### src/rtl/grid_pkg.sv
// Shared constants for the grid piece mover: button bit positions and
// the per-button debouncer state encoding.
package grid_pkg;

    localparam int BTN_LEFT  = 0;
    localparam int BTN_DOWN  = 1;
    localparam int BTN_UP    = 2;
    localparam int BTN_RIGHT = 3;

    typedef enum logic [1:0] {
        IDLE_LO = 2'd0,
        CHECK   = 2'd1,
        IDLE_HI = 2'd2
    } deb_state_t;

endpackage

### src/rtl/grid_piece_mover_btn_debounce.sv
// One pushbutton channel: 2-flop synchroniser, debouncer that accepts a new
// level after DEB_CYCLES consecutive equal samples, and a one-cycle pulse on
// each accepted rising level.
module btn_debounce
    import grid_pkg::*;
#(
    parameter int DEB_CYCLES = 500000
) (
    input  logic clk,
    input  logic rst,
    input  logic raw,
    output logic rise
);

    localparam int DW = (DEB_CYCLES > 1) ? $clog2(DEB_CYCLES) : 1;

    logic [1:0]    sync;
    logic          s;
    deb_state_t    state, state_n;
    logic [DW-1:0] cnt, cnt_n;
    logic          lvl, lvl_n;
    logic          rise_n;

    assign s = sync[1];

    // Synchroniser and debouncer state registers
    always_ff @(posedge clk or posedge rst) begin
        if (rst) begin
            sync  <= 2'b00;
            state <= IDLE_LO;
            cnt   <= '0;
            lvl   <= 1'b0;
            rise  <= 1'b0;
        end else begin
            sync  <= {sync[0], raw};
            state <= state_n;
            cnt   <= cnt_n;
            lvl   <= lvl_n;
            rise  <= rise_n;
        end
    end

    // Count consecutive samples that differ from the accepted level
    always_comb begin
        state_n = state;
        cnt_n   = cnt;
        lvl_n   = lvl;
        rise_n  = 1'b0;
        case (state)
            IDLE_LO, IDLE_HI: begin
                if (s != lvl) begin
                    if (DEB_CYCLES == 1) begin
                        lvl_n   = s;
                        rise_n  = s;
                        state_n = s ? IDLE_HI : IDLE_LO;
                        cnt_n   = '0;
                    end else begin
                        state_n = CHECK;
                        cnt_n   = DW'(1);
                    end
                end
            end
            CHECK: begin
                if (s == lvl) begin
                    state_n = lvl ? IDLE_HI : IDLE_LO;
                    cnt_n   = '0;
                end else if (cnt == DW'(DEB_CYCLES - 1)) begin
                    lvl_n   = s;
                    rise_n  = s;
                    state_n = s ? IDLE_HI : IDLE_LO;
                    cnt_n   = '0;
                end else begin
                    cnt_n = cnt + DW'(1);
                end
            end
            default: begin
                state_n = IDLE_LO;
                cnt_n   = '0;
            end
        endcase
    end

endmodule

### src/rtl/grid_piece_mover.sv
// Moves a single piece around a ROWS x COLS grid from four debounced
// pushbuttons. Optional gravity (macro GRID_GRAVITY_EN) drops the piece one
// row per DROP_DIV cycles and respawns it after it lands on row 0.
module grid_piece_mover
    import grid_pkg::*;
#(
    parameter int COLS       = 4,
    parameter int ROWS       = 3,
    parameter int SPAWN_COL  = 0,
    parameter int DEB_CYCLES = 500000,
    parameter int DROP_DIV   = 50000000
) (
    input  logic                     clk,
    input  logic                     rst,
    input  logic [3:0]               button,
    output logic [ROWS*COLS-1:0]     cells,
    output logic [$clog2(ROWS)-1:0]  row_pos,
    output logic [$clog2(COLS)-1:0]  col_pos,
    output logic                     bump,
    output logic                     landed
);

    localparam int RW = $clog2(ROWS);
    localparam int CW = $clog2(COLS);

    function automatic logic [ROWS*COLS-1:0] cell_image(input logic [RW-1:0] r,
                                                        input logic [CW-1:0] c);
        logic [ROWS*COLS-1:0] img;
        img = '0;
        img[int'(r) * COLS + int'(c)] = 1'b1;
        return img;
    endfunction

    logic [3:0]    req;
    logic          single_req;
    logic          tick;
    logic [RW-1:0] row_n;
    logic [CW-1:0] col_n;
    logic          bump_n, landed_n;

    for (genvar i = 0; i < 4; i++) begin : g_btn
        btn_debounce #(.DEB_CYCLES(DEB_CYCLES)) u_deb (
            .clk  (clk),
            .rst  (rst),
            .raw  (button[i]),
            .rise (req[i])
        );
    end

    // Simultaneous requests on several buttons are treated as ambiguous
    assign single_req = (req != 4'b0000) && ((req & (req - 4'b0001)) == 4'b0000);

`ifdef GRID_GRAVITY_EN
    localparam int GW = $clog2(DROP_DIV);
    logic [GW-1:0] grav_cnt;

    assign tick = (grav_cnt == GW'(DROP_DIV - 1));

    // Free-running gravity divider, wraps on the tick cycle
    always_ff @(posedge clk or posedge rst) begin
        if (rst) begin
            grav_cnt <= '0;
        end else if (tick) begin
            grav_cnt <= '0;
        end else begin
            grav_cnt <= grav_cnt + GW'(1);
        end
    end
`else
    assign tick = 1'b0;
`endif

    // Next position: gravity has priority over any button request
    always_comb begin
        row_n    = row_pos;
        col_n    = col_pos;
        bump_n   = 1'b0;
        landed_n = 1'b0;
        if (tick) begin
            if (row_pos != '0) begin
                row_n = row_pos - RW'(1);
            end else begin
                landed_n = 1'b1;
                row_n    = RW'(ROWS - 1);
                col_n    = CW'(SPAWN_COL);
            end
        end else if (single_req) begin
            if (req[BTN_LEFT]) begin
                if (col_pos == '0) bump_n = 1'b1;
                else               col_n  = col_pos - CW'(1);
            end else if (req[BTN_RIGHT]) begin
                if (col_pos == CW'(COLS - 1)) bump_n = 1'b1;
                else                          col_n  = col_pos + CW'(1);
            end else if (req[BTN_DOWN]) begin
                if (row_pos == '0) bump_n = 1'b1;
                else               row_n  = row_pos - RW'(1);
            end else begin
                if (row_pos == RW'(ROWS - 1)) bump_n = 1'b1;
                else                          row_n  = row_pos + RW'(1);
            end
        end
    end

    // Position, cell image and event pulses are registered together
    always_ff @(posedge clk or posedge rst) begin
        if (rst) begin
            row_pos <= RW'(ROWS - 1);
            col_pos <= CW'(SPAWN_COL);
            cells   <= cell_image(RW'(ROWS - 1), CW'(SPAWN_COL));
            bump    <= 1'b0;
            landed  <= 1'b0;
        end else begin
            row_pos <= row_n;
            col_pos <= col_n;
            cells   <= cell_image(row_n, col_n);
            bump    <= bump_n;
            landed  <= landed_n;
        end
    end

endmodule

### config.mk
export PLATFORM = sky130hd
export DESIGN_NAME = grid_piece_mover
export DESIGN_NICKNAME = d
export VERILOG_FILES = /design/src/rtl/grid_pkg.sv /design/src/rtl/grid_piece_mover_btn_debounce.sv /design/src/rtl/grid_piece_mover.sv
export SDC_FILE = /design/constraint.sdc
export NUM_CORES = 1
export LEC_CHECK = 0
export ABC_AREA = 1
export ABC_CLOCK_PERIOD_IN_PS = 2600
export CORE_MARGIN = 2
export CORE_UTILIZATION = 45
export CTS_BUF_LIST = sky130_fd_sc_hd__clkbuf_2
export DETAILED_ROUTE_END_ITERATION = 8
export GPL_ROUTABILITY_DRIVEN = 1
export GPL_TIMING_DRIVEN = 0
export SETUP_SLACK_MARGIN = 0.3
export SKIP_CTS_REPAIR_TIMING = 1
export SKIP_LAST_GASP = 1
export SLEW_MARGIN = 10
export SYNTH_ARGS = -nofsm -noshare
export SYNTH_HDL_FRONTEND = slang
export SYNTH_HIERARCHICAL = 1
export SYNTH_SLANG_ARGS = --single-unit
### constraint.sdc
create_clock -name clk -period 2.6 [get_ports clk]
set_input_delay 0.39 -clock clk [delete_from_list [all_inputs] [get_ports clk]]
set_output_delay 0.39 -clock clk [all_outputs]
set_load 0.005 [all_outputs]
### Word-level counts from Yosys, hierarchy flattened

Cells that the tools add are included.
W data, S select, Z words.

| storage, ports and cells | value |
|---|---|
| bits in registers | 117 |
| latch bits | 0 |
| bits in writable memories | 0 |
| ROM bits | 0 |
| input port bits | 6 |
| output and inout port bits | 18 |
| word-level logic and storage cells | 166 |
| memories kept | 0 |

| operators by class | value |
|---|---|
| add/sub/neg operators | 10 |
| multiply operators | 0 |
| divide/modulo/power cells | 0 |
| $lt $le $gt $ge | 2 |
| equal/unequal tests | 30 |
| shift operators | 0 |
| mux-type cells | 73 |
| bitwise gates (word level) | 5 |
| reduce and logical (&&, ||, !) cells | 22 |

Operators with widths:

| kind | number |
|---|---|
| $mux W19 | 12 |
| $pmux W19 S2 | 4 |
| $add A19 B1 Y19 const B | 4 |
| $eq A19 B19 Y1 const B | 4 |
| $mux W2 | 31 |
| $mux W1 | 21 |
| $pmux W2 S2 | 4 |
| $eq A2 B2 Y1 const B | 6 |
| $logic_not A2 Y1 | 6 |
| $ne A3 B1 Y1 const B | 4 |
| $reduce_and A3 Y1 | 4 |
| $eq A2 B1 Y1 const B | 4 |
| $ne A2 B1 Y1 const B | 4 |
| $reduce_and A2 Y1 | 4 |
| $reduce_or A2 Y1 | 4 |
| $add A4 B2 Y5 | 1 |
| $ge A5 B1 Y1 const B | 1 |
| $lt A5 B5 Y1 const B | 1 |
| $add A2 B1 Y2 const B | 2 |
| $and A4 B4 Y4 | 1 |
| $demux W1 S4 | 1 |
| $eq A1 B1 Y1 | 4 |
| $logic_not A4 Y1 | 1 |
| $ne A1 B1 Y1 | 4 |
| 5 further kinds | 10 |

### Longest topological paths before layout

Gate-level depths: netlist of run 1.

| depth | value |
|---|---|
| word-level depth | 11 |
| depth in mapped cells | 9 |
| mapped depth without buffers | 9 |

### Hierarchy

Netlist of run 1, hierarchy kept.

Modules (own cells, without submodules):

| module | instances | cells an instance | area each (um^2) | seq. area each (um^2) |
|---|---|---|---|---|
| btn_debounce | 4 | 188 | 1500.2 | 625.6 |
| grid_piece_mover | 1 | 109 | 875.8 | 427.9 |

### Worst setup path before layout of run 1

Ideal clock, no wire load.

| timing path | value |
|---|---|
| path kind | register -> register |
| from | register row_pos[1] |
| to | register cells[10] |
| library setup time | 0.117 ns |
| data arrival time | 1.362 ns |
| required time | 2.483 ns |
| path slack | 1.122 ns |
| cell stages (with the launch flop) | 9 |
| buffers on the path | 0 |
| period minus slack after synthesis | 1.478 ns |
| cells stage by stage | dfstp_2 inv_1 ha_1 nand2_1 nand2_1 o21ai_2 inv_2 nand2_2 nor2_1 |

| between the ends | value |
|---|---|
| word-level cells in the longest chain between the ends | 11 |
| elaborated cells between the ends (all ways) | 16 |
| those cells by class | 3 x add/sub; 2 x order compare; 1 x eq/ne; 8 x mux; 2 x reduce/logical |

RTL lines:

| what | RTL line | RTL |
|---|---|---|
| from (decl) | grid_piece_mover.sv:17 | `output logic [$clog2(ROWS)-1:0] row_pos,` |
| from (signal assigned) | grid_piece_mover.sv:107 | `row_pos <= RW'(ROWS - 1);` |
| from (signal assigned) | grid_piece_mover.sv:113 | `row_pos <= row_n;` |
| $add A2 B1 Y2 (tied with other cells) | grid_piece_mover.sv:99 | `else row_n = row_pos + RW'(1);` |
| $mux W2, on equally long branches | grid_piece_mover.sv:98, grid_piece_mover.sv:95 |  |
| $mux W2 | grid_piece_mover.sv:94 | `end else if (req[BTN_DOWN]) begin` |
| $mux W2 | grid_piece_mover.sv:91 | `end else if (req[BTN_RIGHT]) begin` |
| $mux W2 | grid_piece_mover.sv:88 | `if (req[BTN_LEFT]) begin` |
| $mux W2 (*) | grid_piece_mover.sv:87 | `end else if (single_req) begin` |
| net row_n[1] | grid_piece_mover.sv:37 | `logic [RW-1:0] row_n;` |
| $add A4 B2 Y5 (*) | grid_piece_mover.sv:30 | `img[int'(r) * COLS + int'(c)] = 1'b1;` |
| $ge A5 B1 Y1 (not written as such) / $lt A5 B5 Y1 (equally long branches) | grid_piece_mover.sv:30 |  |
| $logic_and A1 B1 Y1 (not written as such) | grid_piece_mover.sv:30 |  |
| $mux W1 (not written as such) | grid_piece_mover.sv:30 |  |
| $demux W1 S4 (*) | grid_piece_mover.sv:30 |  |
| to (signal assigned) | grid_piece_mover.sv:109 | `cells <= cell_image(RW'(ROWS - 1), CW'(SPAWN_COL));` |
| to (signal assigned) | grid_piece_mover.sv:115 | `cells <= cell_image(row_n, col_n);` |
| to (decl) | grid_piece_mover.sv:16 | `output logic [ROWS*COLS-1:0] cells,` |

The timed path passes the listed nets; every way through them passes the cells marked *.
A chain may end at the register's enable or synchronous reset.

### Final worst setup path of run 1

| timing path | value |
|---|---|
| from | register col_pos[0] |
| to | output port col_pos[0] |

RTL lines:

| what | RTL line | RTL |
|---|---|---|
| from (decl) | grid_piece_mover.sv:18 | `output logic [$clog2(COLS)-1:0] col_pos,` |
| from (signal assigned) | grid_piece_mover.sv:108 | `col_pos <= CW'(SPAWN_COL);` |
| from (signal assigned) | grid_piece_mover.sv:114 | `col_pos <= col_n;` |

No word-level cell between the ends.

==> results of run 1 <==
## worst max-delay path by stage
stage,from,end,cells after the start
6_report,col_pos[0]$_DFF_PP0_,col_pos[0],1
5_1_grt,col_pos[0]$_DFF_PP0_,col_pos[0],1
4_1_cts,row_pos[1]$_DFF_PP1_,row_pos[1],1
3_5_place_dp,rst,g_btn[3].u_deb/cnt[13]$_DFFE_PP0P_,2
3_3_place_gp,rst,g_btn[3].u_deb/cnt[13]$_DFFE_PP0P_,2
2_1_floorplan,row_pos[1]$_DFF_PP1_,cells[10]$_DFF_PP0_,8
## layer usage
layer,GRT usage,share of wire,vias to the layer above
met5,0,0,-
met4,0.04848,0.0079,0
met3,0.04564,0.030,11
met2,0.2891,0.45,52
met1,0.2673,0.51,2489
li1,-,-,2831
## synthesized netlist by cell type (all sizes together) (9+ instances only)
library cell    n  area (µm²)
xor2           24       210.2
buf             9       47.55
o21ai          40       252.7
nand3          60       392.9
nand2         279        1185
dfrtp         115        2878
nand4          33       206.5
o22ai          16       100.1
ha             17       212.7
inv           102       382.9
nor3            9       65.06
nor2          123       671.9
## worst reg2reg max path, stage by stage (launching register included)
cell and delay (ns):
dfrtp_1 0.45, ha_1 0.34, nand2_1 0.12, buf_2 0.25, inv_1 0.12, buf_2 0.21
nand2_1 0.07, o21ai_0 0.07
## sequential cells by signal, indices dropped and copies added, names as in the netlist
name,count
g_btn.u_deb/cnt,76
cells,12
g_btn.u_deb/state,8
g_btn.u_deb/sync,8
g_btn.u_deb/lvl,4
g_btn.u_deb/rise,4
col_pos,2
row_pos,2
bump,1
## area by class of cell
| cell class | count | area [µm²] |
|---|---|---|
| timing repair buffer | 22 | 222.7 |
| clock buffer | 18 | 90.09 |
| fill | 1492 | 7480 |
| inverter | 106 | 402.9 |
| multi-input combinational | 629 | 3496 |
| tap | 188 | 235.2 |
| clock inverter | 14 | 185.2 |
| buffer | 9 | 47.55 |
| sequential | 117 | 2930 |
## where the power goes
group / total [µW] / switching [µW] / internal [µW] / leakage, µW
clock: 1340 / 717 / 627 / 0.000151
combinational: 459 / 330 / 130 / 0.00179
sequential: 1950 / 55.5 / 1890 / 0.00158
## cell families after synthesis
logic type | after synthesis
and+or+nand+nor | 504
DFF | 117
buffers and inverters | 115
AOI/OAI and AO/OA | 75
xor gates and xnor gates | 32
adders and majority gates | 17
other | 1
## per-stage QoR
step / hold slack, ns / worst slack [ns] / instance area [µm²]
3_3_place_gp: 0.3343 / 0.7033 / 7332
5_1_grt: 0.01987 / 0.3003 / 7610
2_1_floorplan: 0.3146 / 1.122 / 6877
3_5_place_dp: 0.3427 / 0.6961 / 7332
4_1_cts: 0.04054 / 0.2652 / 7607
6_report: 0.1328 / 0.4469 / 7610
## cell usage in the layout, fill, tap and decap left out, drive strengths merged
cell / n
clkinvlp: 4
nor2: 123
bufinv: 4
o21ai: 40
clkdlybuf4s50: 21
nand4: 33
ha: 17
xnor2: 8
nor3: 9
dlymetal6s2s: 1
inv: 102
buf: 9
a21o: 4
a21oi: 7
nand2: 279
dfstp: 2
o21bai: 8
clkinv: 10
xor2: 24
dfrtp: 115
conb: 1
clkbuf: 18
nand3: 60
o22ai: 16
==> summary.md, run 1 <==
| Metric | Value |
|---|---|
| Worst R2R End | `g_btn[0].u_deb/cnt[7]$_DFFE_PP0P_` |
| DP HPWL | `10210 µm` |
| Core area | `15090 µm²` |
| Flop-to-flop setup slack | `around 0.87 ns` |
| Final Hold Vio Count | `0` |
| Chip height | `127.6 µm` |
| Fraction of layout cells with a size suffix above 1 | `0.1945` |
| CTS tree | `done` |
| Rows | `45` |
| Synth async-reset ratio | `1.000` |
| Mux cell area share after synthesis | `0` |
| RSZ-0062 raised after global routing | `no` |
| Crit-path cells | `clkdlybuf4s50_1` |
| 1st-iter DRT viols | `293` |
| Cell family with most CP delay | `buffers and inverters` |
| Endpoint type of the worst setup path | `output port` |
| Hold EP | `g_btn[0].u_deb/sync[0]$_DFF_PP0_` |
| Final setup violation count | `0` |
| DRC | `0` |
| Netlist Area Pre-Place | `6877 µm²` |
| Routability cong. | `0.8573` |
| Total wire length | `14040 µm` |
| Syn Inst Count | `861` |
| Initial core utilization | `0.4557` |
| Placed cell count | `1071` |
| Slowest cell on crit path | `clkdlybuf4s50_1` |
| Hold depth | `1` |
| Initial antenna violation count | `0` |
| Final Non-Filler Cells | `1103` |
| Outcome | `finished clean` |
| Worst EP required | `2.21 ns` |
| CP Class | `register to output port` |
| Deepest clock path buffer count | `2` |
| Worst skew pair latency | `0.68 ns` |
| Reg2Reg Depth | `7` |
| Post-synth EDFFs | `0` |
| Ys flop type | `dfrtp_1` |
| Tcrit/Tclk final | `0.8281` |
| Syn Nets | `884` |
| Adder-cell area share of the yosys netlist | `0.03093` |
| Lkg Pwr | `approximately 0.0035 µW` |
| Max Fanout on Critical Path | `8` |
| Vias in the first global route | `roughly 5200` |
| CTS Sinks | `117` |
| P per Cell Area | `492.6 nW/µm²` |
| Crit path launch type | `register` |
| TritonCTS Buffers | `17` |
| Final Power | `between 3000 and 4000 µW` |
| Clock transition at the registers of the reported paths | `between 0.15 and 0.2 ns` |
| Clock root buffer | `clkbuf_2` |
| Die width | `127.6 µm` |
| Final Core Density | `0.5043` |
| Synth Area in XOR/XNOR | `0.04076` |
| Register bit count reported by yosys | `~120` |
| Max cap viols | `0` |
| First-pass GRT wire length | `~25000 µm` |
| FMAX | `between 0.4 and 0.5 GHz` |
| Post-DRT Antenna Nets | `0` |
| Worst Tran Pin Value | `between 1 and 1.5 ns` |
| Slew Limit Headroom | `0.3210` |
| Critical Path AT | `~1.8 ns` |
| Overall Global Routing Usage | `0.1879` |
| Nets | `925` |
| Drt pass-1 iters | `4` |
| DR WL/cell | `about 13 µm` |
| Sequential area share after synthesis | `0.4261` |
| Worst r2r src | `g_btn[0].u_deb/sync[1]$_DFF_PP0_` |
| Pin count of the biggest net entering global routing | `26` |
| Drt via density | `4.880` |
| Ant diodes | `0` |
| Max incr delay on CP | `0.59 ns` |
| Yosys cell types | `29` |
| YS warnings | `6` |
| Port bufs | `22` |
| Via count | `about 5400` |
| Die area | `between 15000 and 20000 µm²` |
| Remaining Overflow, GRT | `0` |
| Largest family of logic cells by synthesized area | `simple AND/OR/NAND/NOR gates` |
| Htree depth | `4` |
| Ports | `24` |
| VDD IR max | `0.4504 mV` |
| Area growth syn-to-layout | `10.66%` |
| Post-Synth Simple-Gate Area | `0.3666` |
| Max Slew Vio Count | `0` |
| Post-layout min period | `2.153 ns` |
| Complex-gate fraction of the synthesized area | `0.06951` |
| Clock Skew | `0.02499 ns` |
| TNS Setup | `0 ns` |
| CP bufs+invs | `1` |
| HP Class | `input port to register` |
| HP Start | `button[0]` |
| Mean Syn Cell Area | `about 8.0 µm²` |
(Power assumes the default switching activity.)
==> run 2: changes to the inputs <==
--- a/config.mk
+++ b/config.mk
@@ -6,7 +6,7 @@
 export NUM_CORES = 1
 export LEC_CHECK = 0
 export ABC_AREA = 1
-export ABC_CLOCK_PERIOD_IN_PS = 2600
+export ABC_CLOCK_PERIOD_IN_PS = 1800
 export CORE_MARGIN = 2
 export CORE_UTILIZATION = 45
 export CTS_BUF_LIST = sky130_fd_sc_hd__clkbuf_2
==> constraint.sdc (replaced) <==
create_clock -name clk -period 1.8 [get_ports clk]
set_input_delay 0.27 -clock clk [delete_from_list [all_inputs] [get_ports clk]]
set_output_delay 0.27 -clock clk [all_outputs]
set_load 0.005 [all_outputs]
==> run 2 against run 1 <==
Hold slack better by 0.031 ns. Design area grew 13%. Routed wire length up 11%. Highest routed layer unchanged. Setup slack lost 0.33 ns. Clock-buffer cell count did not move.
==> summary.md, run 2 (same netlist as run 1, synthesis figures left out) <==
| Metric | Value |
|---|---|
| Die width | `127.6 µm (unchanged)` |
| Met3 wire length | `566 µm (+35%)` |
| RSZ-0062 raised after global routing | `yes` |
| Die area | `16290 µm² (unchanged)` |
| 1st-iter DRT viols | `258 (-12%)` |
| Deepest clock path buffer count | `2 (unchanged)` |
| WL met1 | `7693 µm (+7.1%)` |
| Initial antenna violation count | `0 (unchanged)` |
| DR WL/cell | `13.32 µm (+4.7%)` |
| Vias in the first global route | `5151 (unchanged)` |
| Max Fanout on Critical Path | `5 (-3)` |
| CP Class | `register to register` |
| Ports | `24 (unchanged)` |
| Final Power | `5858 µW (+56%)` |
| Post-layout min period | `1.685 ns` |
| Most frequent cells in the layout | `nand2_1 (236), dfrtp_1 (105), nor2_1 (72), inv_1 (64), buf_4 (55)` |
| Max cap viols | `0 (unchanged)` |
| Lkg Pwr | `0.003914 µW (+11%)` |
| Tcrit/Tclk final | `0.9362` |
| Endpoint type of the worst setup path | `register` |
| Rows | `45 (unchanged)` |
| Via count | `5784 (+7.4%)` |
| TritonCTS Buffers | `17 (unchanged)` |
| Drt pass-1 iters | `5 (+1)` |
| Max reg flops | `76 (unchanged)` |
| Core area | `15090 µm² (unchanged)` |
| Post-DRT Antenna Nets | `0 (unchanged)` |
| Nets | `995 (+7.6%)` |
| Pin count of the biggest net entering global routing | `26 (unchanged)` |
| Worst EP required | `2.38 ns (+0.17 ns)` |
| Cell area after layout | `8636 µm² (+13%)` |
| Clock Skew | `0.02222 ns (-0.002769 ns)` |
| Area growth syn-to-layout | `25.58%` |
| Initial core utilization | `0.4557 (unchanged)` |
| DP HPWL | `10210 µm (unchanged)` |
| VDD IR max | `0.6740 mV (+50%)` |
| Clock root buffer | `clkbuf_2` |
| Drt via density | `4.931 (+1.0%)` |
| Clock transition at the registers of the reported paths | `0.18 ns (about the same)` |
| Most common cell after layout, fill and taps aside | `nand2_1` |
| DRC | `0 (unchanged)` |
| CTS Sinks | `117 (unchanged)` |
| Fraction of layout cells with a size suffix above 1 | `0.3371 (+0.1425)` |
| Final Hold Vio Count | `0 (unchanged)` |
| Outcome | `finished clean` |
| Routability cong. | `0.8573 (unchanged)` |
| HP Class | `input port to async pin` |
| Max Slew Vio Count | `0 (unchanged)` |
| Placement Cell Area | `7332 µm² (unchanged)` |
| Chip height | `127.6 µm (unchanged)` |
| Port bufs | `22 (unchanged)` |
| TNS Setup | `0 ns (unchanged)` |
| Largest Register | `g_btn.u_deb/cnt` |
| CTS tree | `done` |
| First-pass GRT wire length | `24700 µm (unchanged)` |
| Ant diodes | `0 (unchanged)` |
| Placed cell count | `1071 (unchanged)` |
| Total wire length | `15630 µm (+11%)` |
| Critical Path AT | `2.26 ns (+0.50 ns)` |
| DR WL met2 | `7224 µm (+14%)` |
| FMAX | `between 0.5 and 0.6 GHz` |
| Top flop regs | `g_btn.u_deb/cnt (76), cells (12)` |
| Fill count | `1380 (-7.5%)` |
| Slew Limit Headroom | `0.3276 (+0.006546)` |
| Top layer in use | `met4` |
| Worst skew pair latency | `0.69 ns (about the same)` |
| Hold Worst Slack | `0.1636 ns (+0.03081 ns)` |
| Remaining Overflow, GRT | `0 (unchanged)` |
| Htree depth | `4 (unchanged)` |
| Crit path launch type | `register` |
| Worst Tran Pin Value | `1.008 ns (-0.009809 ns)` |
| Final Non-Filler Cells | `1173 (+6.3%)` |
| P per Cell Area | `678.3 nW/µm² (+38%)` |
| Overall Global Routing Usage | `0.1879 (unchanged)` |
| Final setup violation count | `0 (unchanged)` |
## run 2: cell types whose count changed in the layout (fill, tap and decap cells not counted), sizes merged
cell / change
buf: +66
clkbuf: +16
clkdlybuf4s50: -16
dlygate4sd3: +4
dlymetal6s2s: -1
nand2: +1
## run 2: layer usage
metal  global-route usage  vias up
li1                     -     2979
met4              0.04848        0
met1               0.2673     2701
met3              0.04564       14
met5                    0        -
met2               0.2891       90
## run 2: through the flow
stage          utilization  worst slack (ns)
4_1_cts             0.5041           -0.4148
6_report            0.5723            0.1148
3_3_place_gp        0.4859           0.02327
3_5_place_dp        0.4859           0.01613
5_1_grt             0.5723          0.004779
2_1_floorplan            -            0.3215
## run 2: area by class of cell
cell class              count  area (µm²)  area share
inverters                 106       437.9     0.05071
clock inverters            14       185.2     0.02144
multi-input cells         630        3925      0.4545
plain buffers               9       97.59     0.01130
flip-flops and latches    117        2943      0.3408
clock buffers              18       90.09     0.01043
repair buffers             91       721.9     0.08360
well taps                 188       235.2     0.02724
## run 2: worst paths after layout
kind,from,to,slack [ns],depth (start not counted)
min reg2reg,g_btn[1].u_deb/sync[0]$_DFF_PP0_,g_btn[1].u_deb/sync[1]$_DFF_PP0_,0.38,0
max,row_pos[1]$_DFF_PP1_,cells[11]$_DFF_PP0_,0.11,10
max in group asynchronous,rst,g_btn[2].u_deb/cnt[6]$_DFFE_PP0P_,0.80,2
min,rst,row_pos[0]$_DFF_PP0_,0.16,2
max reg2reg,row_pos[1]$_DFF_PP1_,cells[11]$_DFF_PP0_,0.11,10
min in group clk,g_btn[1].u_deb/sync[0]$_DFF_PP0_,g_btn[1].u_deb/sync[1]$_DFF_PP0_,0.38,0
## run 2: critical path, stage by stage (launching register included)
cell and delay (ns):
dfstp_2 0.63, buf_4 0.13, buf_6 0.08, inv_2 0.04, ha_4 0.21, nand2_2 0.05, nand2_2 0.07, o21ai_4 0.19
inv_2 0.08, nand2_4 0.08, nor2_1 0.05
## run 2: report_power, final
part           switching (µW)  internal, µW
sequential                101          2730
clock                    1050           905
combinational             634           438
total                    1780          4070
